`config.mk`:
```
export PLATFORM = sky130hd
export DESIGN_NAME = ctrl_xmem_stream
export DESIGN_NICKNAME = d
export VERILOG_FILES = /design/src/rtl/conv_pkg.sv /design/src/rtl/ring_ptr.sv /design/src/rtl/ctrl_xmem_stream.sv
export SDC_FILE = /design/constraint.sdc
export NUM_CORES = 1
export LEC_CHECK = 0
export CELL_PAD_IN_SITES_DETAIL_PLACEMENT = 0
export CELL_PAD_IN_SITES_GLOBAL_PLACEMENT = 1
export CORE_AREA = 3 3 54 81
export DETAILED_ROUTE_END_ITERATION = 6
export DIE_AREA = 0 0 57 84
export PLACE_DENSITY_LB_ADDON = 0.1
export SETUP_SLACK_MARGIN = 0.4
export SYNTH_ARGS = -nofsm -noshare
export SYNTH_HDL_FRONTEND = slang
export SYNTH_SLANG_ARGS = --single-unit
```
`constraint.sdc`:
```
create_clock -name clk -period 2 [get_ports clk]
set_clock_uncertainty 0.05 [all_clocks]
set_input_delay 0.4 -clock clk [delete_from_list [all_inputs] [get_ports clk]]
set_output_delay 0.4 -clock clk [all_outputs]
set_load 0.05 [all_outputs]
```
`src/rtl/conv_pkg.sv`:
```
// Shared types and helpers for the convolution x-memory stream controller.
package conv_pkg;

  // Controller states, one per phase of the per-output handshake.
  typedef enum logic [2:0] {
    ST_FILL        = 3'd0,
    ST_START       = 3'd1,
    ST_WAIT_RES    = 3'd2,
    ST_WAIT_ACCEPT = 3'd3,
    ST_FETCH       = 3'd4,
    ST_DONE        = 3'd5
  } state_t;

  // Number of valid-convolution outputs produced from one frame.
  function automatic int num_out(input int x_size, input int f_size);
    return x_size - f_size + 1;
  endfunction

endpackage

```
`src/rtl/ring_ptr.sv`:
```
// Modulo-N pointer with enable, synchronous clear and wrap flag.
// N need not be a power of two: the wrap is an explicit compare.
module ring_ptr #(
  parameter int N = 32,
  parameter int W = (N > 1) ? $clog2(N) : 1
) (
  input  logic         clk,
  input  logic         reset,
  input  logic         clr_i,
  input  logic         en_i,
  output logic [W-1:0] ptr_o,
  output logic         wrap_o
);

  logic [W-1:0] ptr_q;
  logic [W-1:0] ptr_d;
  logic         at_last_s;

  assign at_last_s = (ptr_q == W'(N - 1));

  // Next pointer: clear has priority, otherwise advance and wrap at N-1.
  always_comb begin
    ptr_d = ptr_q;
    if (clr_i) begin
      ptr_d = '0;
    end else if (en_i) begin
      ptr_d = at_last_s ? '0 : ptr_q + W'(1);
    end else begin
      ptr_d = ptr_q;
    end
  end

  // Pointer register.
  always_ff @(posedge clk or posedge reset) begin
    if (reset) begin
      ptr_q <= '0;
    end else begin
      ptr_q <= ptr_d;
    end
  end

  assign ptr_o  = ptr_q;
  assign wrap_o = en_i && !clr_i && at_last_s;

endmodule

```
`src/rtl/ctrl_xmem_stream.sv`:
```
// Control for the circular convolution x-memory: fills the window from the
// input stream, launches one MAC pass per output and runs the output
// handshake, overlapping the next sample write with output acceptance.
module ctrl_xmem_stream
  import conv_pkg::*;
#(
  parameter  int X_SIZE  = 128,
  parameter  int F_SIZE  = 32,
  parameter  int ADDR_W  = $clog2(F_SIZE),
  localparam int NUM_OUT = num_out(X_SIZE, F_SIZE),
  localparam int CNT_W   = $clog2(NUM_OUT + 1)
) (
  input  logic              clk,
  input  logic              reset,
  input  logic              s_valid,
  output logic              s_ready,
  output logic              xmem_wr_en,
  output logic [ADDR_W-1:0] xmem_wr_addr,
  output logic [ADDR_W-1:0] xmem_base,
  output logic              conv_start,
  input  logic              res_valid,
  output logic              m_valid,
  input  logic              m_ready,
  output logic              xmem_full,
  output logic              conv_done,
  output logic [CNT_W-1:0]  out_count
);

  localparam int FILL_W = $clog2(F_SIZE + 1);

  state_t            state_q;
  logic [FILL_W-1:0] fill_cnt_q;
  logic [CNT_W-1:0]  out_cnt_q;
  logic              xmem_full_q;
  logic [ADDR_W-1:0] xmem_base_q;

  logic              s_ready_s;
  logic              wr_en_s;
  logic              last_out_s;
  logic [ADDR_W-1:0] wr_ptr_s;
  logic              ptr_clr_s;
  logic              unused_wr_wrap;

  assign last_out_s = (out_cnt_q == CNT_W'(NUM_OUT - 1));
  assign wr_en_s    = s_valid && s_ready_s;
  assign ptr_clr_s  = (state_q == ST_DONE);

  // Input acceptance: open while filling/fetching, and during output
  // acceptance only when another output will follow (overlap path).
  always_comb begin
    s_ready_s = 1'b0;
    case (state_q)
      ST_FILL:        s_ready_s = 1'b1;
      ST_FETCH:       s_ready_s = 1'b1;
      ST_WAIT_ACCEPT: s_ready_s = m_ready && !last_out_s;
      default:        s_ready_s = 1'b0;
    endcase
  end

  ring_ptr #(
    .N (F_SIZE),
    .W (ADDR_W)
  ) u_wr_ptr (
    .clk    (clk),
    .reset  (reset),
    .clr_i  (ptr_clr_s),
    .en_i   (wr_en_s),
    .ptr_o  (wr_ptr_s),
    .wrap_o (unused_wr_wrap)
  );

  // Main FSM with fill/output counters, window base and full flag.
  always_ff @(posedge clk or posedge reset) begin
    if (reset) begin
      state_q     <= ST_FILL;
      fill_cnt_q  <= '0;
      out_cnt_q   <= '0;
      xmem_full_q <= 1'b0;
      xmem_base_q <= '0;
    end else begin
      case (state_q)
        ST_FILL: begin
          if (wr_en_s) begin
            fill_cnt_q <= fill_cnt_q + FILL_W'(1);
            if (fill_cnt_q == FILL_W'(F_SIZE - 1)) begin
              xmem_full_q <= 1'b1;
              state_q     <= ST_START;
            end
          end
        end
        ST_START: begin
          // The write pointer now addresses the oldest sample of the window.
          xmem_base_q <= wr_ptr_s;
          state_q     <= ST_WAIT_RES;
        end
        ST_WAIT_RES: begin
          if (res_valid) begin
            state_q <= ST_WAIT_ACCEPT;
          end
        end
        ST_WAIT_ACCEPT: begin
          if (m_ready) begin
            out_cnt_q <= out_cnt_q + CNT_W'(1);
            if (last_out_s) begin
              state_q <= ST_DONE;
            end else if (wr_en_s) begin
              state_q <= ST_START;
            end else begin
              state_q <= ST_FETCH;
            end
          end
        end
        ST_FETCH: begin
          if (wr_en_s) begin
            state_q <= ST_START;
          end
        end
        ST_DONE: begin
          fill_cnt_q  <= '0;
          out_cnt_q   <= '0;
          xmem_full_q <= 1'b0;
          state_q     <= ST_FILL;
        end
        default: begin
          state_q <= ST_FILL;
        end
      endcase
    end
  end

  assign s_ready      = s_ready_s;
  assign xmem_wr_en   = wr_en_s;
  assign xmem_wr_addr = wr_ptr_s;
  assign xmem_base    = xmem_base_q;
  assign conv_start   = (state_q == ST_START);
  assign m_valid      = (state_q == ST_WAIT_ACCEPT);
  assign conv_done    = (state_q == ST_DONE);
  assign xmem_full    = xmem_full_q;
  assign out_count    = out_cnt_q;

endmodule

```
Word level (Yosys, flattened, before mapping)
Cells that the tools add are included.
{ "classes": {"n_reduce_logical": 12, "eq_ne": 13, "n_mux": 19, "add_sub_neg": 3} }
{ "ops": {"columns": ["cell", "n"], "rows": [
  ["$mux 3", 7],
  ["$mux 5", 3],
  ["$pmux 3 s5", 1],
  ["$pmux 7 s2", 1],
  ["$pmux 6 s2", 1],
  ["$ne 2x2->1 const B", 4],
  ["$add 7x1->7 const B", 1],
  ["$eq 7x7->1 const B", 1],
  ["$mux 7", 1],
  ["$add 6x1->6 const B", 1],
  ["$eq 3x2->1 const B", 2],
  ["$eq 3x3->1 const B", 2],
  ["$eq 6x5->1 const B", 1],
  ["$mux 6", 1],
  ["$reduce_bool 2->1", 3],
  ["$add 5x1->5 const B", 1],
  ["$eq 5x5->1 const B", 1],
  ["$reduce_and 5->1", 1],
  ["$pmux 1 s2", 2],
  ["$reduce_and 2->1", 2],
  ["$eq 3x1->1 const B", 1],
  ["$logic_not 3->1", 1],
  ["$reduce_and 3->1", 1],
  ["$logic_and 1x1->1", 2],
  ["4 further kinds", 5]
]} }
{ "totals": {"reg_bits": 27, "word_cells": 53} }

Depth between registers and ports, before layout
Gate-level depths: netlist (run 1).
{ "depth": {"ltp_word": 9, "ltp_mapped": 6} }

Cells and area by module
Synthesis (run 1) repeated with hierarchy kept, for this count alone.
{ "hier_totals": {"cells_unflattened": 136, "hier_area_um2": 1460.2} }
{ "by_module_without_submodules": {"columns": ["module", "area_each_um2", "cells_each", "instances"], "rows": [
  ["ctrl_xmem_stream", 1154.9, 107, 1],
  ["ring_ptr", 305.3, 29, 1]
]} }

Worst setup path after synthesis (run 1)
No wires, ideal clock.
{ "synth_path": {"path_kind": "reg2reg", "start": "reg u_wr_ptr.ptr_q[0] (netlist: u_wr_ptr.ptr_o[0])", "end": "reg u_wr_ptr.ptr_q[2] (netlist: u_wr_ptr.ptr_o[2])", "path_slack_ns": -0.101, "period_less_slack_ns": 2.101, "path_stages_with_launch": 6, "arrival_time_ns": 1.969, "setup_time_ns": 0.082, "required_time_ns": 1.868, "cell_sequence": "dfrtp_1 -> ha_1 -> and3_1 -> ha_1 -> or4_4 -> o22ai_1"} }
{ "synth_between": {"elab_chain_cells": 4} }
{ "synth_lines": {"columns": ["element", "line_no", "rtl"], "rows": [
  ["start, declared", "ring_ptr.sv:15", "logic [W-1:0] ptr_q;"],
  ["start signal, assigned", "ring_ptr.sv:38", "ptr_q <= ptr_d;"],
  ["$add 5x1->5 or $eq 5x5->1 (tied branches)", "ring_ptr.sv:27, ring_ptr.sv:19", null],
  ["$mux 5 *", "ring_ptr.sv:27", "ptr_d = at_last_s ? '0 : ptr_q + W'(1);"],
  ["$mux 5 *", "ring_ptr.sv:26", "end else if (en_i) begin"],
  ["$mux 5 *", "ring_ptr.sv:24", "if (clr_i) begin"]
]} }
Mark *: on every way between the ends. The rest lies on a longest branch, timed or not. The select of a mux whose other input is x is not followed.
A chain may end at the register's enable or synchronous reset.

Worst setup path in the final report (run 1)
{ "layout_path": {"start": "reg out_cnt_q[1] (netlist: out_count[1])", "end": "out xmem_wr_en"} }
{ "layout_between": {"elab_chain_cells": 5} }
{ "layout_lines": {"columns": ["element", "line_no", "rtl"], "rows": [
  ["start, declared", "ctrl_xmem_stream.sv:33", "logic [CNT_W-1:0] out_cnt_q;"],
  ["start signal, assigned", "ctrl_xmem_stream.sv:103", "out_cnt_q <= out_cnt_q + CNT_W'(1);"],
  ["$eq 7x7->1", "ctrl_xmem_stream.sv:44", "assign last_out_s = (out_cnt_q == CNT_W'(NUM_OUT - 1));"],
  ["$logic_not 1->1", "ctrl_xmem_stream.sv:55", "ST_WAIT_ACCEPT: s_ready_s = m_ready && !last_out_s;"],
  ["$logic_and 1x1->1", "ctrl_xmem_stream.sv:55", null],
  ["$pmux 1 s2", "ctrl_xmem_stream.sv:52", "case (state_q)"],
  ["$logic_and 1x1->1", "ctrl_xmem_stream.sv:45", "assign wr_en_s = s_valid && s_ready_s;"],
  ["end, declared", "ctrl_xmem_stream.sv:17", "output logic xmem_wr_en,"]
]} }
Every way passes these cells.

==> impl_metrics.yaml, run 1 <==
setup_path:
  critPathKind: "flop to primary output"
  start_kind: "flop"
  crit_path_end_kind: "primary output"
  r2r-start: "state_q[0]"
  crit_path_start: "out_count[1]"
  crit_fanout: 3
  critPathArrivalTime_ps: 1490
  worst_ep_required_time_ps: 1550
route:
  detail-route-antenna-nets: 0
  routed_wl_microns: 3560
  drc: 0
  drt_iter0_markers: 28
  vias: 1227
  wl_per_cell_microns: 14.9
  dr.pass1.iters: 4
  viasPerCell: 5.13
global_route:
  grt.total_usage: 0.160
  antenna_found_initial: 0
  grt_overflow: 0
  grt_pass1_vias: 1289
  grt_pass1_wl_microns: 6220
  grt_max_degree: 28
floorplanning:
  ioPinCount: 28
  start_util: 0.386
  die_h_microns: 84
  die_w_microns: 57
  core_area_sq_mm: 0.00372
  core.rowCount: 27
  dieArea_sq_mm: 0.00479
placed_design:
  place.gp.congestion: 0.783
  port_buffers: 27
  place_hpwl_microns: 2400
clocking:
  cts_tree: "yes"
  clk_transition_reported_paths_ps: 100
  cts_root_buf: "clkbuf_8"
  insertion_delay_ps: 270
  cts_hold_buf: 0
  cts_made_buffers: 3
  clockBufferDepth: 2
  cts.htree.levels: 1
  cts.sinks: 27
layout:
  n_fill_cell: 332
  mostFrequentLayoutCell: "buf_4"
  n_antenna_cell: 0
  final_util: 0.596
  seq_area_sq_um: 686
  layout_common_cells: "37 x buf_4, 19 x dfrtp_1, 15 x nor2_1"
  multi_input_area_sq_um: 840
  drive_gt1_frac: 0.505
  areaGrowthSynthToFinish_pct: 54.3
  nets: 207
pwr:
  combPwrFrac: 0.641
  swShare: 0.456
  pwr_density_cell_mw_per_mm2: 1630
  p_int_mw: 1.96
  power_frac_clock: 0.087
  power_leakage_nw: 1.03
  finalPower_mw: 3.60
  seqPwrFrac: 0.272
  ir_worst_vdd_mv: 0.936
  p_sw_mw: 1.64
synth:
  synth.distinct_cells: 37
  synth_area_sq_mm: 0.00144
  yosysSeqAreaShare: 0.471
  yosysWarnings: 0
  syn_avg_cell_area_sq_um: 10.6
  syn_nets: 146
  ys_ff_latch: 27
  syn_inst: 136
timing:
  maxSlewViolCount: 0
  hold_viol: 0
  slew_headroom: 0.680
  fmax_mhz: 517
  period_minus_slack_ps: 1940
  setup_viol: 0
  tightest_slew_ps: 481
  rsz0062_at_grt: "true"
  timing.final.crit_share: 0.968
job:
  drv_cap: 0
worst_hold_path:
  hold_class: "primary input to asynchronous set/reset pin"
outcome:
  outcome: "completed"
-- power by group through the flow --
stage,combinational (mW),sequential (mW),clock (mW)
after global routing,2.46,1.02,0.346
after global placement,1.79,1.04,0
after floorplan,0.857,1.41,0
after CTS,2.25,0.980,0.325
after detailed placement,1.82,1.05,0
final,2.31,0.980,0.314
-- critical path, cell delays in order (launching register included) --
cell,delay (ps)
dfrtp_2,430
inv_2,70
ha_4,130
nand4bb_4,120
o21ai_4,200
a21oi_4,90
buf_12,150
-- kinds of logic (layout without fill, tap and decap cells) --
family,Yosys count,after routing,synth area share
compound gates,15,15,0.0767
xor+xnor,11,11,0.0671
fa+ha+maj,5,5,0.0436
buf+inv,12,72,0.0479
flops,27,27,0.471
mux,9,9,0.0680
simple gates,57,57,0.226
-- metrics by stage --
step	hold WS, ps	worst slack, ps	TNS [ps]	cells	instance area [sq um]
6_report	423	64.1	0	239	2210
3_5_place_dp	451	-85.3	-281	212	1890
4_1_cts	437	73.4	0	236	2180
3_3_place_gp	434	-69.1	-200	212	1890
5_1_grt	458	-6.15	-9.99	239	2210
2_1_floorplan	402	157	0	136	1510
-- flip-flops by register name, summed over array words and instances (netlist names) --
name,count
state_q,3
xmem_full,1
out_count,7
xmem_base,5
fill_cnt_q,6
u_wr_ptr.ptr_o,5
-- cells in the mapped netlist --
cell type | count | area [sq um]
a21oi_1 | 3 | 15.0
a21oi_4 | 1 | 16.3
a31oi_1 | 1 | 6.26
a32o_1 | 1 | 10.0
and3_1 | 5 | 31.3
and4b_1 | 1 | 10.0
buf_2 | 1 | 5.00
buf_4 | 2 | 15.0
buf_6 | 2 | 22.5
dfrtp_1 | 27 | 676
ha_1 | 5 | 62.6
inv_1 | 7 | 26.3
mux2_2 | 6 | 67.6
mux2i_1 | 3 | 30.0
nand2_1 | 12 | 45.0
nand2b_1 | 4 | 25.0
nand3b_1 | 1 | 7.51
nand4_1 | 6 | 37.5
nand4b_1 | 1 | 8.76
nand4bb_1 | 1 | 11.3
nor2_1 | 17 | 63.8
nor2_2 | 1 | 6.26
nor3_1 | 2 | 10.0
nor3b_1 | 1 | 7.51
nor3b_2 | 1 | 12.5
nor4_1 | 1 | 6.26
nor4b_4 | 1 | 23.8
o21ai_0 | 2 | 10.0
o21ai_2 | 1 | 8.76
o22ai_1 | 3 | 18.8
o31ai_1 | 1 | 7.51
o32ai_1 | 1 | 8.76
o41ai_1 | 1 | 8.76
or2_2 | 1 | 6.26
or4_4 | 1 | 11.3
xnor2_1 | 2 | 17.5
xor2_1 | 9 | 78.8
-- repair_timing --
action                     CTS  global route
resized for setup           32            12
setup buffers               20             3
pin swaps                   13             4
setup endpoints to repair   22            21
-- routing by layer --
metal  vias up  global-route usage  share of wire
met5         -                   0              0
met4         0              0.0464          0.012
met3         4              0.0201          0.034
met2        26               0.294           0.55
met1       606               0.186           0.40
li1        591                   -              -
-- path summary, 6_finish.rpt --
| check | endpoint | slack [ps] | cells after the start |
|---|---|---|---|
| worst max-delay path | xmem_wr_en | 60 | 6 |
| worst min-delay path | fill_cnt_q[5] | 420 | 3 |
| worst max register to register | u_wr_ptr.ptr_o[0] | 290 | 6 |
| worst min register to register | xmem_base[2] | 470 | 1 |
| max in group asynchronous | u_wr_ptr.ptr_o[0] | 1180 | 3 |
| min in group clk | xmem_base[2] | 470 | 1 |
-- final cells by class --
| type | instances | share of cell area |
|---|---|---|
| multi-input combinational | 97 | 0.379 |
| timing repair buffer | 61 | 0.254 |
| clock inverter | 1 | 0.00226 |
| inverter | 7 | 0.0119 |
| sequential | 27 | 0.310 |
| clock buffer | 3 | 0.0186 |
| tap | 43 | 0.0243 |
Power figures use the tool's default switching activity.
==> inputs of run 2 (changes only) <==
--- a/config.mk
+++ b/config.mk
@@ -5,11 +5,13 @@
 export SDC_FILE = /design/constraint.sdc
 export NUM_CORES = 1
 export LEC_CHECK = 0
+export ABC_AREA = 1
 export CELL_PAD_IN_SITES_DETAIL_PLACEMENT = 0
 export CELL_PAD_IN_SITES_GLOBAL_PLACEMENT = 1
-export CORE_AREA = 3 3 54 81
+export CORE_AREA = 3 3 53 80
 export DETAILED_ROUTE_END_ITERATION = 6
-export DIE_AREA = 0 0 57 84
+export DIE_AREA = 0 0 56 83
+export DONT_BUFFER_PORTS = 1
 export PLACE_DENSITY_LB_ADDON = 0.1
 export SETUP_SLACK_MARGIN = 0.4
 export SYNTH_ARGS = -nofsm -noshare
==> run 2 against run 1 <==
Against the previous run:
- sequential share of layout area rose by 3.8 points
- global-route usage rose by 0.29 points
- hold slack lost 260 ps
- synthesized cell count grew 32%
- synthesized area is 0.35% higher
- highest routed layer unchanged
==> impl_metrics.yaml, run 2 <==
pwr:
  pwr_density_cell_mw_per_mm2: 1500
  power_leakage_nw: 0.961
  ir_worst_vdd_mv: 0.822
  finalPower_mw: 2.96
floorplanning:
  die_h_microns: 83
  start_util: 0.395
  core.rowCount: 27
  core_area_sq_mm: 0.00365
  die_w_microns: 56
  dieArea_sq_mm: 0.00465
  ioPinCount: 28
layout:
  drive_gt1_frac: 0.370
  areaGrowthSynthToFinish_pct: 36.8
  n_fill_cell: 338
  fin_cells: 259
  n_antenna_cell: 0
  stdcell_area_sq_mm: 0.00197
  largest_register_ffs: 7
  layout_common_cells: "34 x nand2_1, 26 x buf_4, 20 x dfrtp_1"
  nets: 227
  mostFrequentLayoutCell: "nand2_1"
synth:
  synth_flop_cell: "dfrtp_1"
  synth_area_sq_mm: 0.00144
  synth.area.top_cells: "dfrtp_1 47%, nand2_1 9.6%, inv_1 6.5%"
  syn_nets: 189
  async_reset_ff_frac: 1.00
  ys_ff_latch: 27
  synth_top_cell_by_area: "dfrtp_1"
  synth.most_common_cell: "nand2_1"
  synth.top_cell.area_share: 0.469
  synth_edf_count: 0
  yosysSeqAreaShare: 0.469
  yosysWarnings: 0
  syn_inst: 179
  syn_avg_cell_area_sq_um: 8.05
  synth_common_cells: "37 x nand2_1, 27 x dfrtp_1, 25 x inv_1"
  synth.distinct_cells: 26
setup_path:
  crit_path_end_kind: "primary output"
  reg2reg_slack_ps: 250
  worst_ep_required_time_ps: 1550
  critPathArrivalTime_ps: 1450
  start_kind: "flop"
  crit_fanout: 2
  critPathKind: "flop to primary output"
route:
  vias: 1290
  viasPerCell: 4.98
  routed_wl_microns: 3770
  detail-route-antenna-nets: 0
  drt_iter0_markers: 41
  drc: 0
  dr.pass1.iters: 4
  wl_per_cell_microns: 14.5
clocking:
  clockBufferDepth: 2
  cts.sinks: 27
  cts.htree.levels: 1
  insertion_delay_ps: 280
  cts_root_buf: "clkbuf_8"
  cts_made_buffers: 3
  clk_transition_reported_paths_ps: 100
  cts_tree: "yes"
outcome:
  outcome: "completed"
global_route:
  grt_overflow: 0
  antenna_found_initial: 0
  grt_pass1_vias: 1316
  grt_max_degree: 24
  grt.total_usage: 0.162
  grt_pass1_wl_microns: 6020
timing:
  setup_ws_ps: 97.0
  maxSlewViolCount: 0
  hold_viol: 0
  setup_viol: 0
  timing.final.crit_share: 0.951
  rsz0062_at_grt: "true"
  fmax_mhz: 525
  setup_tns_ps: 0
  period_minus_slack_ps: 1900
  slew_headroom: 0.680
  tightest_slew_ps: 481
placed_design:
  place_hpwl_microns: 2630
  post-place-cells: 238
  place.gp.congestion: 0.814
  preCtsSetupSlack_ps: 332
  place_area_sq_mm: 0.00167
  port_buffers: 0
worst_hold_path:
  hold_class: "primary input to flop"
job:
  drv_cap: 0
## run 2: area by class of cell
cell class	instances	area [sq um]	share of cell area
clock buffer	4	45.0	0.0229
inverter	31	133	0.0673
multi-input combinational	120	767	0.389
sequential	27	684	0.347
tap	43	53.8	0.0273
timing repair buffer	34	288	0.146
## run 2: power by group
group / leakage [nW] / internal (mW) / switching, mW
Sequential: 0.340 / 0.750 / 0.334
Clock: 0.0228 / 0.143 / 0.183
Combinational: 0.598 / 0.529 / 1.02
## run 2: worst max-delay path: stages, from the launching register on
cell and delay [ps]:
dfrtp_2 430, inv_2 80, ha_4 120, nand2_1 40, inv_1 60, nand3_2 120
nand2_4 120, nand2_8 60, buf_8 150
## run 2: stage by stage
stage          hold slack (ps)  utilization
6_report                   159        0.540
4_1_cts                    152        0.496
3_3_place_gp               137        0.456
3_5_place_dp               150        0.456
2_1_floorplan              402            -
5_1_grt                    148        0.540
## run 2: timing repair
item                                   CTS  global route
resized for setup                       13            19
setup endpoints to repair                8            19
endpoints found under the hold margin    4             0
pin swaps                                3             9
setup buffers                            6            10
hold buffers                             1             0
## run 2: cell families after synthesis
| logic type | Yosys count | synth area share |
|---|---|---|
| compound gates | 33 | 0.123 |
| xor+xnor | 1 | 0.00608 |
| fa+ha+maj | 5 | 0.0434 |
| buf+inv | 32 | 0.0843 |
| flops | 27 | 0.469 |
| simple gates | 81 | 0.274 |
## run 2: final timing paths
path / from / depth (start not counted) / to
max in group asynchronous: reset / 3 / state_q[0]
hold / removal: s_valid / 1 / state_q[2]
min in group asynchronous: reset / 2 / u_wr_ptr.ptr_o[3]
hold reg to reg: fill_cnt_q[3] / 1 / fill_cnt_q[3]
setup reg to reg: out_count[0] / 15 / state_q[0]
setup / recovery: out_count[0] / 8 / s_ready
## run 2: routing by layer
metal  share of wire  track usage
met1            0.40        0.178
met2            0.54        0.300
met3           0.044       0.0280
met4           0.014       0.0648
met5               0            0
